**src/rtl/serial_result_collector_pkg.sv**
```systemverilog
// Shared definitions for the serial result collector.
// Contents: FSM state encoding, default width/latency, counter width helper.
package serial_result_collector_pkg;

  typedef enum logic [1:0] {
    StIdle  = 2'd0,
    StWait  = 2'd1,
    StShift = 2'd2,
    StHold  = 2'd3
  } state_e;

  localparam int unsigned DefaultW   = 8;
  localparam int unsigned DefaultLat = 1;

  // Bits needed to count 0..n-1, never less than one.
  function automatic int unsigned cnt_width(input int unsigned n);
    return (n <= 1) ? 1 : $clog2(n);
  endfunction

endpackage

```
**src/rtl/serial_result_collector_bit_counter.sv**
```systemverilog
// Saturating up-counter with synchronous clear, load and enable.
// Ports:
//   i_clk, i_rst    clock, synchronous active-high reset
//   i_clr           clear to zero
//   i_load          load i_load_val (lower priority than clear)
//   i_en            count up by one; holds once the terminal value is reached
//   o_tc            counter equals Last
module serial_result_collector_bit_counter #(
  parameter int unsigned Width = 1,
  parameter int unsigned Last  = 0
) (
  input  logic             i_clk,
  input  logic             i_rst,
  input  logic             i_clr,
  input  logic             i_load,
  input  logic [Width-1:0] i_load_val,
  input  logic             i_en,
  output logic             o_tc
);

  logic [Width-1:0] r_cnt;

  assign o_tc = (r_cnt == Width'(Last));

  always_ff @(posedge i_clk) begin
    if (i_rst || i_clr) begin
      r_cnt <= '0;
    end else if (i_load) begin
      r_cnt <= i_load_val;
    end else if (i_en && !o_tc) begin
      r_cnt <= r_cnt + 1'b1;
    end
  end

endmodule

```
**src/rtl/serial_result_collector.sv**
```systemverilog
// Collects an LSB-first serial result into a parallel word after a fixed
// pipeline delay and offers it on a valid/ready handshake.
// Ports:
//   i_clk, i_rst   clock, synchronous active-high reset
//   i_start        one-cycle pulse starting a capture
//   i_s_in         serial result bit, LSB first
//   i_out_ready    consumer accepts o_p_out while o_p_valid is high
//   o_p_out        assembled word
//   o_p_valid      o_p_out holds a complete result
//   o_busy         capture in progress (waiting or shifting)
//   o_overrun      one-cycle pulse when a start was dropped
module serial_result_collector
  import serial_result_collector_pkg::*;
#(
  parameter int unsigned W   = DefaultW,
  parameter int unsigned LAT = DefaultLat
) (
  input  logic         i_clk,
  input  logic         i_rst,
  input  logic         i_start,
  input  logic         i_s_in,
  input  logic         i_out_ready,
  output logic [W-1:0] o_p_out,
  output logic         o_p_valid,
  output logic         o_busy,
  output logic         o_overrun
);

  localparam int unsigned BitCntW = cnt_width(W);
  localparam int unsigned DlyCntW = cnt_width(LAT);
  localparam int unsigned DlyLast = (LAT > 0) ? LAT - 1 : 0;

  state_e       r_state, w_state_next;
  logic [W-1:0] r_sr, r_p_out, w_sr_shifted;
  logic         r_p_valid, r_busy, r_overrun;
  logic         w_start_ok, w_sample, w_first, w_final, w_overrun_next;
  logic         w_dly_clr, w_dly_en, w_dly_tc;
  logic         w_bit_load, w_bit_en, w_bit_tc;

  generate
    if (W == 1) begin : g_w1
      assign w_sr_shifted = i_s_in;
    end else begin : g_wn
      assign w_sr_shifted = {i_s_in, r_sr[W-1:1]};
    end
  endgenerate

  always_comb begin
    w_state_next   = r_state;
    w_start_ok     = 1'b0;
    w_sample       = 1'b0;
    w_first        = 1'b0;
    w_overrun_next = 1'b0;
    w_dly_clr      = 1'b0;
    w_dly_en       = 1'b0;
    w_bit_load     = 1'b0;
    w_bit_en       = 1'b0;

    unique case (r_state)
      StIdle: w_start_ok = i_start;
      StWait: begin
        w_overrun_next = i_start;
        // Terminal delay count: this edge already carries bit 0.
        if (w_dly_tc) begin
          w_sample = 1'b1;
          w_first  = 1'b1;
        end else begin
          w_dly_en = 1'b1;
        end
      end
      StShift: begin
        w_overrun_next = i_start;
        w_sample       = 1'b1;
      end
      StHold: begin
        if (i_out_ready) begin
          w_state_next = StIdle;
          w_start_ok   = i_start;
        end else begin
          w_overrun_next = i_start;
        end
      end
      default: w_state_next = StIdle;
    endcase

    if (w_start_ok) begin
      if (LAT == 0) begin
        w_sample = 1'b1;
        w_first  = 1'b1;
      end else begin
        w_state_next = StWait;
        w_dly_clr    = 1'b1;
      end
    end

    // Bit counter holds the index of the bit being sampled while shifting.
    w_final = w_sample && (w_first ? (W == 1) : w_bit_tc);

    if (w_sample) begin
      if (w_final) begin
        w_state_next = StHold;
      end else begin
        w_state_next = StShift;
        w_bit_load   = w_first;
        w_bit_en     = !w_first;
      end
    end
  end

  serial_result_collector_bit_counter #(
    .Width(DlyCntW),
    .Last (DlyLast)
  ) u_dly_cnt (
    .i_clk     (i_clk),
    .i_rst     (i_rst),
    .i_clr     (w_dly_clr),
    .i_load    (1'b0),
    .i_load_val('0),
    .i_en      (w_dly_en),
    .o_tc      (w_dly_tc)
  );

  serial_result_collector_bit_counter #(
    .Width(BitCntW),
    .Last (W - 1)
  ) u_bit_cnt (
    .i_clk     (i_clk),
    .i_rst     (i_rst),
    .i_clr     (1'b0),
    .i_load    (w_bit_load),
    .i_load_val(BitCntW'(1)),
    .i_en      (w_bit_en),
    .o_tc      (w_bit_tc)
  );

  always_ff @(posedge i_clk) begin
    if (i_rst) begin
      r_state   <= StIdle;
      r_sr      <= '0;
      r_p_out   <= '0;
      r_p_valid <= 1'b0;
      r_busy    <= 1'b0;
      r_overrun <= 1'b0;
    end else begin
      r_state <= w_state_next;
      if (w_sample) r_sr <= w_sr_shifted;
      if (w_final) r_p_out <= w_sr_shifted;
      // A final bit arriving with a handoff keeps valid high (W=1, LAT=0).
      if (w_final) begin
        r_p_valid <= 1'b1;
      end else if (r_state == StHold && i_out_ready) begin
        r_p_valid <= 1'b0;
      end
      r_busy    <= (w_state_next == StWait) || (w_state_next == StShift);
      r_overrun <= w_overrun_next;
    end
  end

  assign o_p_out   = r_p_out;
  assign o_p_valid = r_p_valid;
  assign o_busy    = r_busy;
  assign o_overrun = r_overrun;

endmodule

```
**config.mk**
```make
export PLATFORM = sky130hd
export DESIGN_NAME = serial_result_collector
export DESIGN_NICKNAME = d
export VERILOG_FILES = /design/src/rtl/serial_result_collector_pkg.sv /design/src/rtl/serial_result_collector_bit_counter.sv /design/src/rtl/serial_result_collector.sv
export SDC_FILE = /design/constraint.sdc
export NUM_CORES = 1
export LEC_CHECK = 0
export CORE_MARGIN = 2
export CORE_UTILIZATION = 35
export CTS_BUF_LIST = sky130_fd_sc_hd__clkbuf_16
export DETAILED_ROUTE_END_ITERATION = 16
export GPL_ROUTABILITY_DRIVEN = 0
export PLACE_DENSITY = 0.66
export SETUP_SLACK_MARGIN = 0.3
export SLEW_MARGIN = 25
export SYNTH_ARGS = -nofsm -noshare
export SYNTH_HDL_FRONTEND = slang
export SYNTH_SLANG_ARGS = --single-unit
```
**constraint.sdc**
```tcl
create_clock -name i_clk -period 2.45 [get_ports i_clk]
set_input_delay 0.49 -clock i_clk [delete_from_list [all_inputs] [get_ports i_clk]]
set_output_delay 0.49 -clock i_clk [all_outputs]
set_load 0.005 [all_outputs]
```
Word-level counts from Yosys, hierarchy flattened:

Cells that the tools add are included.

* flip-flop bits (word level): 25
* output and inout bits: 11
* word-level logic and storage cells: 54

* $add $sub $neg: 2
* equality and inequality tests: 6
* reductions and logical operators: 13
* muxes and demuxes: 24

Operators by type and width (count)
* $mux W1: 17
* $mux W2: 4
* $eq A2 B2 Y1 const B: 3
* $pmux W1 S2: 3
* $eq A2 B1 Y1 const B: 2
* $logic_and A1 B1 Y1: 4
* $reduce_bool A2 Y1: 2
* $reduce_or A2 Y1: 2
* $add A3 B1 Y3 const B: 1
* $eq A3 B3 Y1 const B: 1
* $logic_not A1 Y1: 2
* $logic_not A2 Y1: 1
* $logic_or A1 B1 Y1: 2
* $add A1 B1 Y1 const B: 1

Depth between registers and ports, before layout:

Gate-level depths: netlist (run 1).

* word-level depth: 9
* gate-level depth with buffers: 7
* depth with buffers taken out: 6

Cells and area by module:

Synthesis (run 1) repeated with hierarchy kept, for this count alone.

* cell total of the unflattened synthesis: 120
* area, all modules: 1121.1 um^2

By module, submodules not included
* serial_result_collector: times used 1, area each 903.4 um^2, cells an instance 98, seq. area each 400.4 um^2
* serial_result_collector_bit_counter (u_bit_cnt): times used 1, area each 168.9 um^2, cells an instance 17, seq. area each 60.1 um^2
* serial_result_collector_bit_counter (u_dly_cnt): times used 1, area each 48.8 um^2, cells an instance 5, seq. area each 20.0 um^2

Worst setup path before layout (run 1):

Ideal clock, no wire load.

* path kind: flip-flop to flip-flop
* start point: register r_state[0]
* end point: register r_p_out[3], in the netlist o_p_out[3]
* period minus slack after synthesis: 1.737 ns
* stages on the path, launching flop included: 8
* arrival: 1.609 ns
* setup slack: 0.713 ns
* setup time: 0.128 ns
* required time: 2.322 ns
* cells stage by stage: dfxtp_1 > inv_1 > ha_1 > nand2_1 > or3b_4 > buf_6 > mux2i_1 > nor2_1

* word-level cells in the longest chain between the ends: 4
* elaborated cells on any way between the ends: 6

RTL lines
* start: declaration: line serial_result_collector.sv:33 `state_e r_state, w_state_next;`
* start signal: assignment: line serial_result_collector.sv:138 `r_state <= StIdle;`
* start signal: assignment: line serial_result_collector.sv:145 `r_state <= w_state_next;`
* $eq A2 B1 Y1: line serial_result_collector.sv:59 `unique case (r_state)`
* $mux W1: line serial_result_collector.sv:59
* $mux W1: line serial_result_collector.sv:97 `w_final = w_sample && (w_first ? (W == 1) : w_bit_tc);`
* $logic_and A1 B1 Y1 *: line serial_result_collector.sv:97
* end signal: assignment: line serial_result_collector.sv:147 `if (w_final) r_p_out <= w_sr_shifted;`
* end: declaration: line serial_result_collector.sv:34 `logic [W-1:0] r_sr, r_p_out, w_sr_shifted;`

Every way passes the cells marked *; elsewhere a longest branch is shown, timed or not.
A chain may end at the register's enable or synchronous reset.

Worst setup path in the final report (run 1):

* start point: register r_state[0]
* end point: register r_p_out[2], in the netlist o_p_out[2]

Same word-level chain as after synthesis.

==> results of run 1 <==
[metrics by stage]
stage,hold slack [ps],std cells
after floorplan,450,97
after global placement,448,141
after detailed placement,449,141
after CTS,458,145
after global routing,502,145
final,455,145
[registers in the layout, summed over array words and instances (netlist names)]
signal           count
o_p_out              8
o_overrun            1
u_bit_cnt.r_cnt      3
r_sr                 7
o_busy               1
u_dly_cnt.r_cnt      1
r_state              2
o_p_valid            1
[per-layer routing]
metal | GRT usage, % | vias to the layer above | share of wire (%)
li1 | - | 367 | -
met2 | 19.5 | 16 | 50
met5 | 0 | - | 0
met3 | 4.54 | 3 | 5.1
met4 | 5.65 | 0 | 1.4
met1 | 15.0 | 330 | 44
[power by group through the flow]
stage	clock network, mW	registers [mW]	logic (mW)
after floorplan	0	0.436	0.134
after global placement	0	0.437	0.182
after detailed placement	0	0.439	0.189
after CTS	0.480	0.430	0.190
after global routing	0.496	0.432	0.210
final	0.465	0.430	0.189
[cell type report]
| cell class | count | area, sq um | area share, % |
|---|---|---|---|
| clock buffer | 3 | 75.1 | 5.86 |
| multi-input combinational | 66 | 484 | 37.8 |
| tap | 31 | 38.8 | 3.03 |
| timing repair buffer | 16 | 158 | 12.3 |
| sequential | 24 | 480 | 37.5 |
| inverter | 4 | 15.0 | 1.17 |
| clock inverter | 1 | 30.0 | 2.34 |
[cells in the mapped netlist]
| cell | number | share of area, % |
|---|---|---|
| sky130_fd_sc_hd__a211oi_1 | 2 | 1.5 |
| sky130_fd_sc_hd__a21oi_1 | 7 | 3.5 |
| sky130_fd_sc_hd__and2_1 | 1 | 0.63 |
| sky130_fd_sc_hd__buf_6 | 1 | 1.1 |
| sky130_fd_sc_hd__clkbuf_1 | 2 | 0.75 |
| sky130_fd_sc_hd__dfxtp_1 | 24 | 48 |
| sky130_fd_sc_hd__ha_1 | 7 | 8.8 |
| sky130_fd_sc_hd__inv_1 | 4 | 1.5 |
| sky130_fd_sc_hd__mux2i_1 | 17 | 17 |
| sky130_fd_sc_hd__nand2_1 | 3 | 1.1 |
| sky130_fd_sc_hd__nand3_1 | 1 | 0.50 |
| sky130_fd_sc_hd__nand3b_1 | 1 | 0.75 |
| sky130_fd_sc_hd__nor2_1 | 15 | 5.6 |
| sky130_fd_sc_hd__nor2b_1 | 1 | 0.63 |
| sky130_fd_sc_hd__nor3_1 | 3 | 1.5 |
| sky130_fd_sc_hd__nor3_2 | 1 | 1.0 |
| sky130_fd_sc_hd__nor3b_1 | 1 | 0.75 |
| sky130_fd_sc_hd__nor4b_1 | 2 | 1.8 |
| sky130_fd_sc_hd__o21ai_0 | 1 | 0.50 |
| sky130_fd_sc_hd__o21ai_2 | 1 | 0.88 |
| sky130_fd_sc_hd__or3b_4 | 1 | 1.1 |
| sky130_fd_sc_hd__xor2_1 | 1 | 0.88 |
[logic make-up (layout without fill, tap and decap cells)]
logic type | count (synthesis) | after routing | share of synthesized area, %
AOI/OAI and AO/OA | 11 | 11 | 6.39
xor gates and xnor gates | 1 | 1 | 0.877
adders and majority gates | 7 | 7 | 8.77
buffers and inverters | 7 | 24 | 3.38
DFF | 24 | 24 | 48.1
muxes | 17 | 17 | 17.0
and+or+nand+nor | 30 | 30 | 15.4
[final timing paths]
check / slack (ps) / cells past startpoint / to
hold / removal: 460 / 2 / o_p_valid
setup / recovery: 600 / 6 / o_p_out[2]
hold reg to reg: 460 / 2 / o_p_valid
setup reg to reg: 600 / 6 / o_p_out[2]
[tightest hold or removal path, stage by stage, from the launching register on]
cell	delay, ps
sky130_fd_sc_hd__dfxtp_1	310
sky130_fd_sc_hd__nand2_1	50
sky130_fd_sc_hd__a21oi_1	50
==> results.sh, run 1 <==
export IMPL_outcome="finished clean"
export IMPL_clock_latency_at_the_later_pin_of_the_worst_skew_pair_ps=260
export IMPL_syn_instance_count=97
export IMPL_total_number_of_clock_tree_sinks=24
export IMPL_power_clock_fraction_pct=43.0
export IMPL_timing_critical_path_to_type="flop"
export IMPL_drt_iter0_drc=11
export IMPL_postCtsHoldBufs=0
export IMPL_cts_htree_levels=1
export IMPL_post_cts_repair_setup_buffers=0
export IMPL_ir_worst_vdd_mv=0.589
export IMPL_grt_start_max_net_pins=19
export IMPL_cp_start_kind="flop"
export IMPL_syn_area_sq_um=998
export IMPL_share_seq_of_total_power_pct=39.6
export IMPL_dieHeight_um=57.4
export IMPL_fmax_ghz=0.540
export IMPL_global_route_wire_length_before_repair_um=3130
export IMPL_antenna_violating_nets_post_route=0
export IMPL_ctsResizeCount=0
export IMPL_slew_violations=0
export IMPL_wirelength_um=1750
export IMPL_total_switching_power_mw=0.260
export IMPL_final_core_utilization_pct=46.9
export IMPL_ioPinCount=16
export IMPL_power_leakage_nw=0.605
export IMPL_detailedPlacementHpwl_um=1210
export IMPL_comb_power_share_pct=17.4
export IMPL_route_vias_total=716
export IMPL_data_arrival_time_of_the_critical_path_ps=2000
export IMPL_post_synth_num_cell_types=22
export IMPL_mostFrequentLayoutCell="sky130_fd_sc_hd__dfxtp_1"
export IMPL_clkTransAtPathRegs_ps=60
export IMPL_clock_path_buffers=2
export IMPL_final_critical_path_time_including_i_o_delays_and_setup_ps=1850
export IMPL_layout_filler_cells=273
export IMPL_drt_pre_antenna_iters=3
export IMPL_timing_max_cap_violations=0
export IMPL_globalRouteTotalUtil_pct=12.4
export IMPL_rsz0062_at_grt="no"
export IMPL_totalNegativeSetupSlack_ps=0
export IMPL_holdCritPathClass="reg -> reg"
export IMPL_worst_slack_at_placement_ps=579
export IMPL_drc_errors=0
export IMPL_tightestPinTransition_ps=568
export IMPL_timing_critical_path_slowest_cell_delay_ps=490
export IMPL_stdcell_area_sq_mm=0.00128
export IMPL_finalNetCount=127
export IMPL_die_w_um=57.4
export IMPL_path_max_fanout=11
export IMPL_fin_total_pwr_mw=1.08
export IMPL_timing_critical_path_max_delay_family="simple AND/OR/NAND/NOR gates"
export IMPL_cts_tree="built"
export IMPL_post_route_worst_setup_slack_ps=599
export IMPL_power_per_cell_area_mw_per_mm2=846
export IMPL_relSlewSlack_pct=62.1
export IMPL_synthToLayoutAreaGrowth_pct=28.3
export IMPL_tritoncts_num_buffers=3
export IMPL_yosysSeqAreaShare_pct=48.1
export IMPL_cp_cell_sequence="inv_1, ha_1, nand2_1, or3b_4, mux2i_1, nor2_1"
export IMPL_drive_above_1_share_pct=7.02
export IMPL_globalRouteOverflowTotal=0
export IMPL_cp_required_ps=2600
export IMPL_cp_num_buf_inv=1
export IMPL_switching_share_pct=24.0
export IMPL_synthesis_nets=109
export IMPL_ys_warn_count=0
export IMPL_fin_worst_skew_ps=3.48
export IMPL_vias_in_the_first_global_route=749
export IMPL_setup_viol_count_final=0
export IMPL_hp_start="o_p_valid"
export IMPL_detail_route_wl_per_cell_um=12.1
export IMPL_cts_root_buffer="sky130_fd_sc_hd__clkbuf_16"
export IMPL_grt_antenna_before_repair=0
export IMPL_cellInternalPower_mw=0.823
export IMPL_layout_cells_most_common_list="24 x sky130_fd_sc_hd__dfxtp_1, 17 x sky130_fd_sc_hd__mux2i_1, 15 x sky130_fd_sc_hd__nor2_1, 15 x sky130_fd_sc_hd__clkdlybuf4s50_1"
export IMPL_period_share_pct=75.6
export IMPL_die_area_sq_mm=0.00330
export IMPL_number_of_failing_hold_endpoints_at_the_final_stage=0
export IMPL_synth_ff_latch_count=24
export IMPL_standard_cell_rows=19
export IMPL_criticalPathCategory="reg -> reg"
export IMPL_numPortBuffers=15
export IMPL_core_region_area_sq_mm=0.00273
export IMPL_place_area_sq_mm=0.00118
export IMPL_floorplan_initialDensity_pct=36.5
export IMPL_post_synth_cell_area_avg_sq_um=10.3
export IMPL_slowest_stage="sky130_fd_sc_hd__or3b_4"
export IMPL_r2r_start="r_state[0]"
export IMPL_vias_per_cell=4.94
export IMPL_insertedDiodeCount=0
export IMPL_critical_path_startpoint="r_state[0]"
No activity file was read; power rests on OpenSTA's default activity.
==> run 2, diff against run 1 <==
PLACE_DENSITY = 0.68   (was 0.66)
clock period = 1.6 ns   (was 2.45 ns; I/O delays follow)
==> run 2 against run 1 <==
- critical path type unchanged
- clock skew shrank 0.61 ps
- setup slack lost 550 ps
- via count is 11% higher
==> results.sh, run 2 (same netlist as run 1, synthesis figures left out) <==
export IMPL_outcome="finished clean"
export IMPL_power_leakage_nw=0.725
export IMPL_die_w_um=57.4
export IMPL_total_number_of_clock_tree_sinks=24
export IMPL_insertedDiodeCount=0
export IMPL_layout_cells_most_common_list="19 x sky130_fd_sc_hd__dfxtp_1, 17 x sky130_fd_sc_hd__mux2i_1, 15 x sky130_fd_sc_hd__nor2_1, 11 x sky130_fd_sc_hd__dlygate4sd2_1, 7 x sky130_fd_sc_hd__buf_4"
export IMPL_clock_latency_at_the_later_pin_of_the_worst_skew_pair_ps=250
export IMPL_layout_filler_cells=249
export IMPL_globalRouteTotalUtil_pct=14.1
export IMPL_vias_per_cell=5.09
export IMPL_numPortBuffers=15
export IMPL_detail_route_wl_per_cell_um=14.2
export IMPL_cp_cell_sequence="inv_4, ha_4, nand2_4, or3b_4, mux2i_1, nor2_1"
export IMPL_largest_register_ff_count=8
export IMPL_final_critical_path_time_including_i_o_delays_and_setup_ps=1550
export IMPL_drt_pre_antenna_iters=4
export IMPL_antenna_violating_nets_post_route=0
export IMPL_timing_critical_path_slowest_cell_delay_ps=440
export IMPL_r2r_start="r_state[0]"
export IMPL_path_max_fanout=6
export IMPL_relSlewSlack_pct=76.7
export IMPL_core_region_area_sq_mm=0.00273
export IMPL_cts_htree_levels=1
export IMPL_min_path_cells=1
export IMPL_timing_critical_path_to_type="flop"
export IMPL_setup_viol_count_final=0
export IMPL_vias_in_the_first_global_route=823
export IMPL_detailedPlacementHpwl_um=1450
export IMPL_mostFrequentLayoutCell="sky130_fd_sc_hd__dfxtp_1"
export IMPL_postCtsHoldBufs=0
export IMPL_holdCritPathClass="reg -> reg"
export IMPL_cts_root_buffer="sky130_fd_sc_hd__clkbuf_16"
export IMPL_slowest_stage="sky130_fd_sc_hd__or3b_4"
export IMPL_data_arrival_time_of_the_critical_path_ps=1700
export IMPL_hp_start="u_bit_cnt.r_cnt[0]"
export IMPL_fin_worst_skew_ps=2.86
export IMPL_cp_start_kind="flop"
export IMPL_period_share_pct=97.2
export IMPL_critical_path_reg2reg_endpoint="o_p_out[7]"
export IMPL_grt_start_max_net_pins=23
export IMPL_finalHoldWorstSlack_ps=444
export IMPL_global_route_wire_length_before_repair_um=3570
export IMPL_hold_end="u_bit_cnt.r_cnt[0]"
export IMPL_tightestPinTransition_ps=348
export IMPL_clock_path_buffers=2
export IMPL_drc_errors=0
export IMPL_die_area_sq_mm=0.00330
export IMPL_tritoncts_num_buffers=3
export IMPL_dieHeight_um=57.4
export IMPL_totalNegativeSetupSlack_ps=0
export IMPL_rsz0062_at_grt="yes"
export IMPL_clkTransAtPathRegs_ps=60
export IMPL_place_area_sq_mm=0.00126
export IMPL_synthToLayoutAreaGrowth_pct=46.2
export IMPL_fmax_ghz=0.643
export IMPL_timing_max_cap_violations=0
export IMPL_drt_iter0_drc=11
export IMPL_wirelength_um=2220
export IMPL_ir_worst_vdd_mv=0.680
export IMPL_globalRouteOverflowTotal=0
export IMPL_ioPinCount=16
export IMPL_number_of_failing_hold_endpoints_at_the_final_stage=0
export IMPL_finalNetCount=138
export IMPL_floorplan_initialDensity_pct=36.5
export IMPL_slew_violations=0
export IMPL_stdcell_area_sq_mm=0.00146
export IMPL_r2r_cells=6
export IMPL_standard_cell_rows=19
export IMPL_grt_antenna_before_repair=0
export IMPL_power_per_cell_area_mw_per_mm2=1180
export IMPL_regToRegSetupSlack_ps=50
export IMPL_cp_required_ps=1740
export IMPL_final_core_utilization_pct=53.4
export IMPL_cts_tree="built"
export IMPL_drive_above_1_share_pct=31.2
export IMPL_route_vias_total=794
export IMPL_fin_total_pwr_mw=1.72
export IMPL_criticalPathCategory="reg -> reg"
==> run 2: changes by cell type in the layout (fill, tap and decap cells not counted), moves of 5 or more <==
cell,change
sky130_fd_sc_hd__dfxtp_1,-5
sky130_fd_sc_hd__ha_1,-5
sky130_fd_sc_hd__dlygate4sd2_1,+11
sky130_fd_sc_hd__clkdlybuf4s50_1,-11
sky130_fd_sc_hd__buf_4,+6
==> run 2: what timing repair did <==
| item | in CTS | in global routing |
|---|---|---|
| gates resized for setup | 26 | 8 |
| pin swaps | 4 | 4 |
| buffers inserted | 2 | 4 |
| cloned | 1 | 0 |
| setup endpoints to repair | 33 | 23 |
==> run 2: worst max-delay path by stage <==
| stage | start | endpoint | slack (ps) | cells past startpoint |
|---|---|---|---|---|
| final | r_state[0] | o_p_out[7] | 50 | 6 |
| after detailed placement | i_out_ready | o_busy | -90 | 5 |
| after global placement | i_out_ready | o_busy | -20 | 5 |
| after floorplan | r_state[1] | o_p_out[3] | 20 | 7 |
| after global routing | r_state[1] | r_sr[2] | -30 | 7 |
| after CTS | r_state[1] | o_p_out[7] | 20 | 6 |
==> run 2: per-stage QoR <==
stage / cells / worst slack, ps
after floorplan: 97 / 20.1
after global placement: 145 / -18.4
after detailed placement: 145 / -89.8
after CTS: 152 / 22.3
after global routing: 156 / -29.1
final: 156 / 45.6
==> run 2: critical path: cells and delay by family (launching register included) <==
| family | cells | cell delay (ps) |
|---|---|---|
| muxes | 1 | 190 |
| buffers and inverters | 1 | 50 |
| and+or+nand+nor | 3 | 550 |
| adders and majority gates | 1 | 270 |
| DFF | 1 | 380 |
==> run 2: metal layers <==
| metal | up-vias | share of wire (%) | global-route usage [%] |
|---|---|---|---|
| li1 | 393 | - | - |
| met2 | 14 | 52 | 24.7 |
| met5 | - | 0 | 0 |
| met3 | 4 | 3.3 | 2.72 |
| met4 | 0 | 1.0 | 6.64 |
| met1 | 383 | 44 | 16.5 |
==> run 2: cell type report <==
class / instances / area [sq um] / share of cell area [%]
sequential: 24 / 489 / 33.5
inverter: 4 / 17.5 / 1.20
multi-input combinational: 67 / 584 / 40.0
clock buffer: 3 / 75.1 / 5.14
tap: 31 / 38.8 / 2.66
timing repair buffer: 26 / 251 / 17.2
clock inverter: 1 / 3.75 / 0.257
==> run 2: report_power, final <==
part	switching, mW	internal, mW
clock network	0.200	0.333
logic	0.254	0.265
registers	0.0278	0.638
